<file path="config.mk">
export PLATFORM = sky130hd
export DESIGN_NAME = id_stage_pipe
export DESIGN_NICKNAME = d
export VERILOG_FILES = /design/src/rtl/id_pkg.sv /design/src/rtl/regfile_bp.sv /design/src/rtl/id_stage_pipe.sv
export SDC_FILE = /design/constraint.sdc
export NUM_CORES = 2
export LEC_CHECK = 0
export BUFFER_PORTS_ARGS = -buffer_cell sky130_fd_sc_hd__buf_4
export CORE_ASPECT_RATIO = 1.2
export CORE_MARGIN = 5
export CORE_UTILIZATION = 50
export DETAILED_ROUTE_END_ITERATION = 16
export PLACE_DENSITY = 0.67
export SETUP_SLACK_MARGIN = 0.05
export SLEW_MARGIN = 20
export SYNTH_ARGS = -nofsm -noshare
export SYNTH_HDL_FRONTEND = slang
export SYNTH_SLANG_ARGS = --single-unit
</file>
<file path="constraint.sdc">
create_clock -name clk -period 2.7 [get_ports clk]
set_input_delay 0.405 -clock clk [delete_from_list [all_inputs] [get_ports clk]]
set_output_delay 0.405 -clock clk [all_outputs]
set_load 0.02 [all_outputs]
</file>
<file path="src/rtl/id_pkg.sv">
// Shared types and constants for the decode stage and its ID/EX register.
package id_pkg;

    localparam int unsigned XLEN_DEF  = 32;
    localparam int unsigned NREGS_DEF = 32;

    // ID/EX fields are sized for the widest legal configuration; the top
    // truncates to XLEN / AW on the way out.
    localparam int unsigned XLEN_MAX = 64;
    localparam int unsigned AW_MAX   = 5;

    typedef enum logic [2:0] {
        IMM_I = 3'b000,
        IMM_S = 3'b001,
        IMM_B = 3'b010,
        IMM_J = 3'b011,
        IMM_U = 3'b100
    } imm_src_e;

    typedef struct packed {
        logic [XLEN_MAX-1:0] rd1;
        logic [XLEN_MAX-1:0] rd2;
        logic [XLEN_MAX-1:0] imm;
        logic [XLEN_MAX-1:0] pc;
        logic [AW_MAX-1:0]   rs1;
        logic [AW_MAX-1:0]   rs2;
        logic [AW_MAX-1:0]   rd;
        logic                regwrite;
        logic                load;
        logic                valid;
    } idex_t;

    // A bubble is fully deterministic: every field zero, valid cleared.
    localparam idex_t BUBBLE = '0;

endpackage

</file>
<file path="src/rtl/regfile_bp.sv">
// Register file: two combinational read ports, one synchronous write port,
// optional same-cycle write-to-read bypass, x0 hardwired to zero.
module regfile_bp #(
    parameter int unsigned XLEN   = 32,
    parameter int unsigned NREGS  = 32,
    parameter int unsigned BYPASS = 1
) (
    input  logic                     clk_i,
    input  logic                     reset_i,
    input  logic                     we_i,
    input  logic [$clog2(NREGS)-1:0] waddr_i,
    input  logic [XLEN-1:0]          wdata_i,
    input  logic [$clog2(NREGS)-1:0] raddr1_i,
    input  logic [$clog2(NREGS)-1:0] raddr2_i,
    output logic [XLEN-1:0]          rdata1_o,
    output logic [XLEN-1:0]          rdata2_o
);

    localparam int unsigned AW = $clog2(NREGS);

    logic [XLEN-1:0] mem_q [NREGS];
    logic            wr_en;

    // Writes to x0 are dropped here so the array entry stays zero.
    assign wr_en = we_i && (waddr_i != '0);

    // Storage: clear on reset (a coinciding write is discarded), else write.
    always_ff @(posedge clk_i) begin
        if (reset_i) begin
            for (int i = 0; i < NREGS; i++) begin
                mem_q[i] <= '0;
            end
        end else if (wr_en) begin
            mem_q[waddr_i] <= wdata_i;
        end
    end

    // Read port 1: array value, optionally overridden by the in-flight write.
    always_comb begin
        rdata1_o = mem_q[raddr1_i];
        if ((BYPASS != 0) && wr_en && (waddr_i == raddr1_i)) begin
            rdata1_o = wdata_i;
        end
        if (raddr1_i == AW'(0)) begin
            rdata1_o = '0;
        end
    end

    // Read port 2: same rules as port 1.
    always_comb begin
        rdata2_o = mem_q[raddr2_i];
        if ((BYPASS != 0) && wr_en && (waddr_i == raddr2_i)) begin
            rdata2_o = wdata_i;
        end
        if (raddr2_i == AW'(0)) begin
            rdata2_o = '0;
        end
    end

endmodule

</file>
<file path="src/rtl/id_stage_pipe.sv">
// Decode stage: operand read, immediate generation, load-use detection and
// the ID/EX pipeline register with flush/stall/bubble control.
module id_stage_pipe
    import id_pkg::*;
#(
    parameter int unsigned XLEN   = XLEN_DEF,
    parameter int unsigned NREGS  = NREGS_DEF,
    parameter int unsigned BYPASS = 1
) (
    input  logic                     clk,
    input  logic                     reset,
    input  logic [31:0]              InstrD,
    input  logic [XLEN-1:0]          PCD,
    input  logic [2:0]               ImmSrcD,
    input  logic                     RegWriteD,
    input  logic                     LoadD,
    input  logic                     RegWriteW,
    input  logic [$clog2(NREGS)-1:0] RdW,
    input  logic [XLEN-1:0]          ResultW,
    input  logic                     StallE,
    input  logic                     FlushE,
    output logic [XLEN-1:0]          RD1E,
    output logic [XLEN-1:0]          RD2E,
    output logic [XLEN-1:0]          ImmExtE,
    output logic [XLEN-1:0]          PCE,
    output logic [$clog2(NREGS)-1:0] Rs1E,
    output logic [$clog2(NREGS)-1:0] Rs2E,
    output logic [$clog2(NREGS)-1:0] RdE,
    output logic                     RegWriteE,
    output logic                     LoadE,
    output logic                     ValidE,
    output logic                     HazardStallD
);

    localparam int unsigned AW = $clog2(NREGS);

    logic [AW-1:0]       rs1;
    logic [AW-1:0]       rs2;
    logic [AW-1:0]       rd;
    logic [XLEN-1:0]     rd1;
    logic [XLEN-1:0]     rd2;
    logic [XLEN_MAX-1:0] imm_full;
    logic [XLEN-1:0]     imm;
    idex_t               idex_d;
    idex_t               idex_q;
    logic                sgn;

    // With 16 registers the top index bit of each field is simply dropped.
    assign rs1 = InstrD[15 +: AW];
    assign rs2 = InstrD[20 +: AW];
    assign rd  = InstrD[7 +: AW];
    assign sgn = InstrD[31];

    regfile_bp #(
        .XLEN   (XLEN),
        .NREGS  (NREGS),
        .BYPASS (BYPASS)
    ) u_regfile (
        .clk_i    (clk),
        .reset_i  (reset),
        .we_i     (RegWriteW),
        .waddr_i  (RdW),
        .wdata_i  (ResultW),
        .raddr1_i (rs1),
        .raddr2_i (rs2),
        .rdata1_o (rd1),
        .rdata2_o (rd2)
    );

    // Immediate generation at full width; unknown ImmSrcD codes decode as I.
    always_comb begin
        imm_full = {{52{sgn}}, InstrD[31:20]};
        case (imm_src_e'(ImmSrcD))
            IMM_S: imm_full = {{52{sgn}}, InstrD[31:25], InstrD[11:7]};
            IMM_B: imm_full = {{51{sgn}}, sgn, InstrD[7], InstrD[30:25], InstrD[11:8], 1'b0};
            IMM_J: imm_full = {{43{sgn}}, sgn, InstrD[19:12], InstrD[20], InstrD[30:21], 1'b0};
            IMM_U: imm_full = {{32{sgn}}, InstrD[31:12], 12'b0};
            default: imm_full = {{52{sgn}}, InstrD[31:20]};
        endcase
    end

    assign imm = imm_full[XLEN-1:0];

    // Conservative load-use check: any rs field match counts, even when the
    // instruction format does not actually read that register.
    assign HazardStallD = LoadE && ValidE && (RdE != '0) && ((RdE == rs1) || (RdE == rs2));

    // Next ID/EX contents: flush beats stall, stall beats the hazard bubble.
    always_comb begin
        idex_d = idex_q;
        if (FlushE) begin
            idex_d = BUBBLE;
        end else if (StallE) begin
            idex_d = idex_q;
        end else if (HazardStallD) begin
            idex_d = BUBBLE;
        end else begin
            idex_d          = BUBBLE;
            idex_d.rd1      = XLEN_MAX'(rd1);
            idex_d.rd2      = XLEN_MAX'(rd2);
            idex_d.imm      = XLEN_MAX'(imm);
            idex_d.pc       = XLEN_MAX'(PCD);
            idex_d.rs1      = AW_MAX'(rs1);
            idex_d.rs2      = AW_MAX'(rs2);
            idex_d.rd       = AW_MAX'(rd);
            idex_d.regwrite = RegWriteD;
            idex_d.load     = LoadD;
            idex_d.valid    = 1'b1;
        end
    end

    // ID/EX pipeline register with synchronous reset to a bubble.
    always_ff @(posedge clk) begin
        if (reset) begin
            idex_q <= BUBBLE;
        end else begin
            idex_q <= idex_d;
        end
    end

    assign RD1E      = idex_q.rd1[XLEN-1:0];
    assign RD2E      = idex_q.rd2[XLEN-1:0];
    assign ImmExtE   = idex_q.imm[XLEN-1:0];
    assign PCE       = idex_q.pc[XLEN-1:0];
    assign Rs1E      = idex_q.rs1[AW-1:0];
    assign Rs2E      = idex_q.rs2[AW-1:0];
    assign RdE       = idex_q.rd[AW-1:0];
    assign RegWriteE = idex_q.regwrite;
    assign LoadE     = idex_q.load;
    assign ValidE    = idex_q.valid;

    // Upper struct bits (narrow configs) and the opcode field are not consumed.
    logic unused_bits;
    assign unused_bits = ^{idex_q.rd1, idex_q.rd2, idex_q.imm, idex_q.pc,
                           idex_q.rs1, idex_q.rs2, idex_q.rd, imm_full, InstrD[6:0]};

endmodule

</file>
[After elaboration in Yosys (flattened, before gate mapping)]
Memories as Yosys holds them, arrays and structs flattened.
Cells that the tools add are included.
Operators by class
  reductions and logical operators: 13
  equality and inequality tests: 8
  mux-type cells: 14
Operator list (count)
  $mux 242: 1
  $mux 32: 5
  $pmux 31 s4: 1
  $reduce_or 32->1: 1
  $eq 5x5->1: 4
  $logic_not 5->1: 2
  $reduce_bool 5->1: 2
  $eq 3x2->1 const B: 2
  $logic_and 1x1->1: 6
  $mux 1: 6
  $mux 5: 1
  $eq 3x1->1 const B: 1
  $eq 3x3->1 const B: 1
  $reduce_or 2->1: 1
  $logic_or 1x1->1: 1
Storage, ports and cells
  memory bits (writable): 1024
  logic and storage cells: 46
  bits in registers: 146
  output and inout bits: 147
  memories: 1
  input bits: 111
Memories
  u_regfile.mem_q: words 32, bits a word 32, read ports 2, clocked after memory_dff 0, write ports 32, line regfile_bp.sv:21  | logic [XLEN-1:0] mem_q [NREGS];

[Logic depth before layout (Yosys ltp)]
  depth after elaboration: 7
  gate-level depth with buffers: 11
  mapped depth without buffers: 6

[By module]
Synthesis repeated with hierarchy kept, for this count alone.
Unflattened totals
  cell total of the unflattened synthesis: 4346
  area total of the unflattened synthesis: 60757.0 um^2
By module, submodules not included
  regfile_bp: area an instance 55723.4 um^2, times used 1, sequential area each 30749.5 um^2, cells an instance 3918
  id_stage_pipe: area an instance 5033.6 um^2, times used 1, sequential area each 2922.8 um^2, cells an instance 428

[Worst setup path before layout]
Ideal clock, no wire load.
  kind: input-to-output
  start point: input InstrD[20]
  end point: output HazardStallD
  data required time: 2295 ps
  slack: 382 ps
  stages on the path: 10
  arrival time: 1913 ps
  buffers on the path: 5
  path through: buf_6 > buf_6 > buf_6 > xnor2_1 > nand3_1 > o22ai_2 > o2111ai_4 > buf_4 > buf_2 > inv_1
On the way
  word-level cells in the longest chain between the ends: 3
Ends and longest elaborated chain
  from (decl): line id_stage_pipe.sv:12  | input logic [31:0] InstrD,
  $eq 5x5->1: line id_stage_pipe.sv:86  | assign HazardStallD = LoadE && ValidE && (RdE != '0) && ((RdE == rs1) || (RdE == rs2));
  $logic_or 1x1->1: line id_stage_pipe.sv:86
  $logic_and 1x1->1: line id_stage_pipe.sv:86
  to (decl): line id_stage_pipe.sv:32  | output logic HazardStallD
No other way between the ends.

[Worst setup path in the final report]
  start point: register idex_q, in the netlist RdE[1]
  end point: output HazardStallD
On the way
  word-level cells in the longest chain between the ends: 3
  elaborated cells between the ends (all ways): 6
  those cells by class: eq/ne (2); reduce/logical (4)
Ends and longest elaborated chain
  from (decl): line id_stage_pipe.sv:45  | idex_t idex_q;
  from (signal assigned): line id_stage_pipe.sv:117  | idex_q <= idex_d;
  $eq 5x5->1 / $reduce_bool 5->1 (equally long branches): line id_stage_pipe.sv:86
  $logic_or 1x1->1 / $logic_and 1x1->1 (equally long branches): line id_stage_pipe.sv:86
  $logic_and 1x1->1 (*): line id_stage_pipe.sv:86
Mark *: on every way between the ends. The rest lies on a longest branch, timed or not.

==> results.json <==
{
  "vias": 42820,
  "clock.fmax_ghz": 0.3823,
  "cts_max_path_buffers": 3,
  "place_area_um2": 66780,
  "end_kind": "output port",
  "die_area_um2": 128500,
  "slowest_stage": "or4_4",
  "coreArea_um2": 121000,
  "synth.most_common_cell": "edfxtp_1",
  "synth_top_area_share_pct": 50.68,
  "synth-seq-area-share_pct": 55.49,
  "setup-tns-final_ns": 0,
  "synthTopCellsByCount": "1024 x edfxtp_1, 995 x and2_1, 385 x mux4_2",
  "hpwl_um": 133500,
  "clk_pin_slew_ns": 0.06,
  "routedWlPerCell_um": 33.19,
  "fin_hold_ws_ns": 0.04618,
  "p_leak_nw": 25.76,
  "ys_ff_latch": 1170,
  "hold_viol_final": 0,
  "power.total_mw": 42.64,
  "drt_first_pass_iters": 5,
  "reg2reg_depth": 7,
  "setup_viol": 0,
  "max_stage_delay_ns": 0.55,
  "grt_antenna_before_repair": 22,
  "postRouteAntennaNets": 0,
  "final_core_util_pct": 58.69,
  "drc": 0,
  "initialDrtViolationCount": 5923,
  "cts.sinks": 1170,
  "cts_tree": "built",
  "outcome": "finished, final reports clean",
  "rows": 140,
  "numCtsBuffers": 116,
  "crit_chain": "or4_4, o2111ai_4, buf_12, inv_1, buf_6",
  "rsz0062_at_grt": "false",
  "synthArstFlopShare_pct": 0,
  "die_x_um": 328.0,
  "initial_utilization_pct": 50.13,
  "p_per_area_nw_per_um2": 600.3,
  "ctsHtreeMaxLevel": 3,
  "grt_pass1_vias": 43050,
  "hold_depth": 3,
  "syn_area_per_cell_um2": 13.77,
  "drv_slew": 0,
  "final_nets": 4859,
  "drt_wl_total_um": 215300,
  "yosys_most_used_dff": "edfxtp_1",
  "ys_warn_count": 0,
  "period_needed_ns": 2.615,
  "grt-ovfl-total": 0,
  "synth.distinct_cells": 55,
  "slew_headroom_pct": 45.44,
  "syn_inst": 4405,
  "ios": 258,
  "crit_fanout": 2,
  "synth_largest_area_cell": "edfxtp_1",
  "period_share_pct": 96.87,
  "synthesis.area_um2": 60680,
  "layout-drive-gt1-share_pct": 27.23,
  "synth-edff-count": 1024,
  "clockRootBuffer": "clkbuf_16",
  "crit_arrival_ns": 2.21,
  "peakVddDrop_mv": 0.4711,
  "via_per_inst": 6.601,
  "netlist_top_cells_area": "edfxtp_1 51%, mux4_2 14%, and2_1 10%, dfxtp_1 4.8%, mux2i_1 4.3%",
  "final_cell_area_um2": 71040,
  "max-cap-violations": 0,
  "routabilityCongestion": 0.8902,
  "grt_max_degree": 66,
  "clk_latency_ns": 0.74,
  "fill_cells": 9414,
  "worstPathRequired_ns": 2.30,
  "die_h_um": 391.6,
  "grt_use_total_pct": 32.96,
  "startpoint_type": "flip-flop",
  "min_path_type": "in -> reg",
  "grt_pass1_wl_um": 301800,
  "tightest_slew_ns": 0.7978,
  "finClkSkew_ns": 0.02297,
  "crit_type": "reg -> out",
  "synthToLayoutAreaGrowth_pct": 17.07,
  "port_buffers": 250
}
-- final cells by class --
type / instances / area [µm²] / area share [%]
multi-input combinational: 2781 / 25170 / 35.43
tap: 1633 / 2043 / 2.876
inverter: 3 / 11.26 / 0.01585
sequential: 1170 / 33680 / 47.41
antenna: 7 / 17.52 / 0.02466
timing repair buffer: 676 / 6426 / 9.046
clock inverter: 51 / 442.9 / 0.6235
clock buffer: 166 / 3243 / 4.565
-- metal layers --
layer / wire (µm) / vias up / track usage [%]
li1: - / 17490 / -
met1: 74420 / 21540 / 41.02
met2: 100300 / 2987 / 52.67
met3: 25290 / 789 / 8.064
met4: 15300 / 10 / 19.61
met5: 52 / - / 0
-- path summary, 6_finish.rpt --
path / start / to / slack (ns)
worst max-delay path: RdE[1] / HazardStallD / 0.08
worst min-delay path: InstrD[14] / ImmExtE[14] / 0.05
worst max register to register: u_regfile.mem_q[15][24] / RD1E[24] / 0.31
worst min register to register: ImmExtE[6] / ImmExtE[6] / 0.46
-- worst max-delay path: cells and delay by family, from the launching register on --
kind	cells	cell delay, ns
AO/OA/AOI/OAI	1	0.26
AND/OR/NAND/NOR	1	0.55
flip-flops	1	0.34
buffers and inverters	3	0.33
-- power by group --
| group | total, mW | internal, mW | switching, mW | leakage [nW] |
|---|---|---|---|---|
| Clock | 16.0 | 8.99 | 7.04 | 1.82 |
| Sequential | 21.1 | 20.6 | 0.489 | 10.9 |
| Combinational | 5.53 | 2.38 | 3.15 | 13.0 |
-- cell families after synthesis --
family	share of synthesized area, %
AND/OR/NAND/NOR	13.23
flip-flops	55.49
AO/OA/AOI/OAI	8.632
multiplexers	18.58
buffers and inverters	3.738
XOR/XNOR	0.3176
other	0.006180
-- placed cells by master (no fill, tap or decap), drive strengths merged, types with 3 or more instances in the layout --
| cell | n |
|---|---|
| conb | 32 |
| dlygate4sd3 | 43 |
| o21ai | 3 |
| and2 | 995 |
| a21boi | 64 |
| a21o | 11 |
| bufinv | 7 |
| mux2i | 259 |
| dfxtp | 146 |
| a32oi | 15 |
| a22o | 63 |
| a221oi | 64 |
| nand4 | 11 |
| a2111oi | 63 |
| or2 | 33 |
| nor2 | 66 |
| or3b | 4 |
| diode | 7 |
| nor2b | 11 |
| clkbuf | 166 |
| o2111ai | 5 |
| nand2b | 6 |
| mux4 | 385 |
| clkinvlp | 4 |
| xnor2 | 21 |
| nand3b | 7 |
| or3 | 4 |
| nand2 | 192 |
| a22oi | 76 |
| o22ai | 65 |
| nand3 | 49 |
| a21oi | 193 |
| edfxtp | 1024 |
| buf | 631 |
| inv | 7 |
| o221ai | 64 |
| clkinv | 36 |
| nor3 | 10 |
-- repair_timing --
action | in CTS | in global routing
pin swaps | 2 | 1
resized for setup | 7 | 1
setup endpoints to repair | 1 | 1
hold buffers | 43 | 0
hold endpoints to repair | 43 | 0
buffers inserted | 5 | 0
cloned | 2 | 0
-- registers in the layout (all words and copies together), names as in the netlist --
signal and cells:
ImmExtE 32, LoadE 1, PCE 32, RD1E 32
RD2E 32, RdE 5, RegWriteE 1, Rs1E 5
Rs2E 5, ValidE 1, u_regfile.mem_q 1024
-- through the flow --
stage                     setup WS, ns  instances
after floorplan                 0.3824       4436
after global placement         -0.1749       6213
after detailed placement       -0.2226       6213
after CTS                      0.06141       6480
after global routing           0.05747       6480
final                          0.08457       6487
No activity file was read; power rests on OpenSTA's default activity.
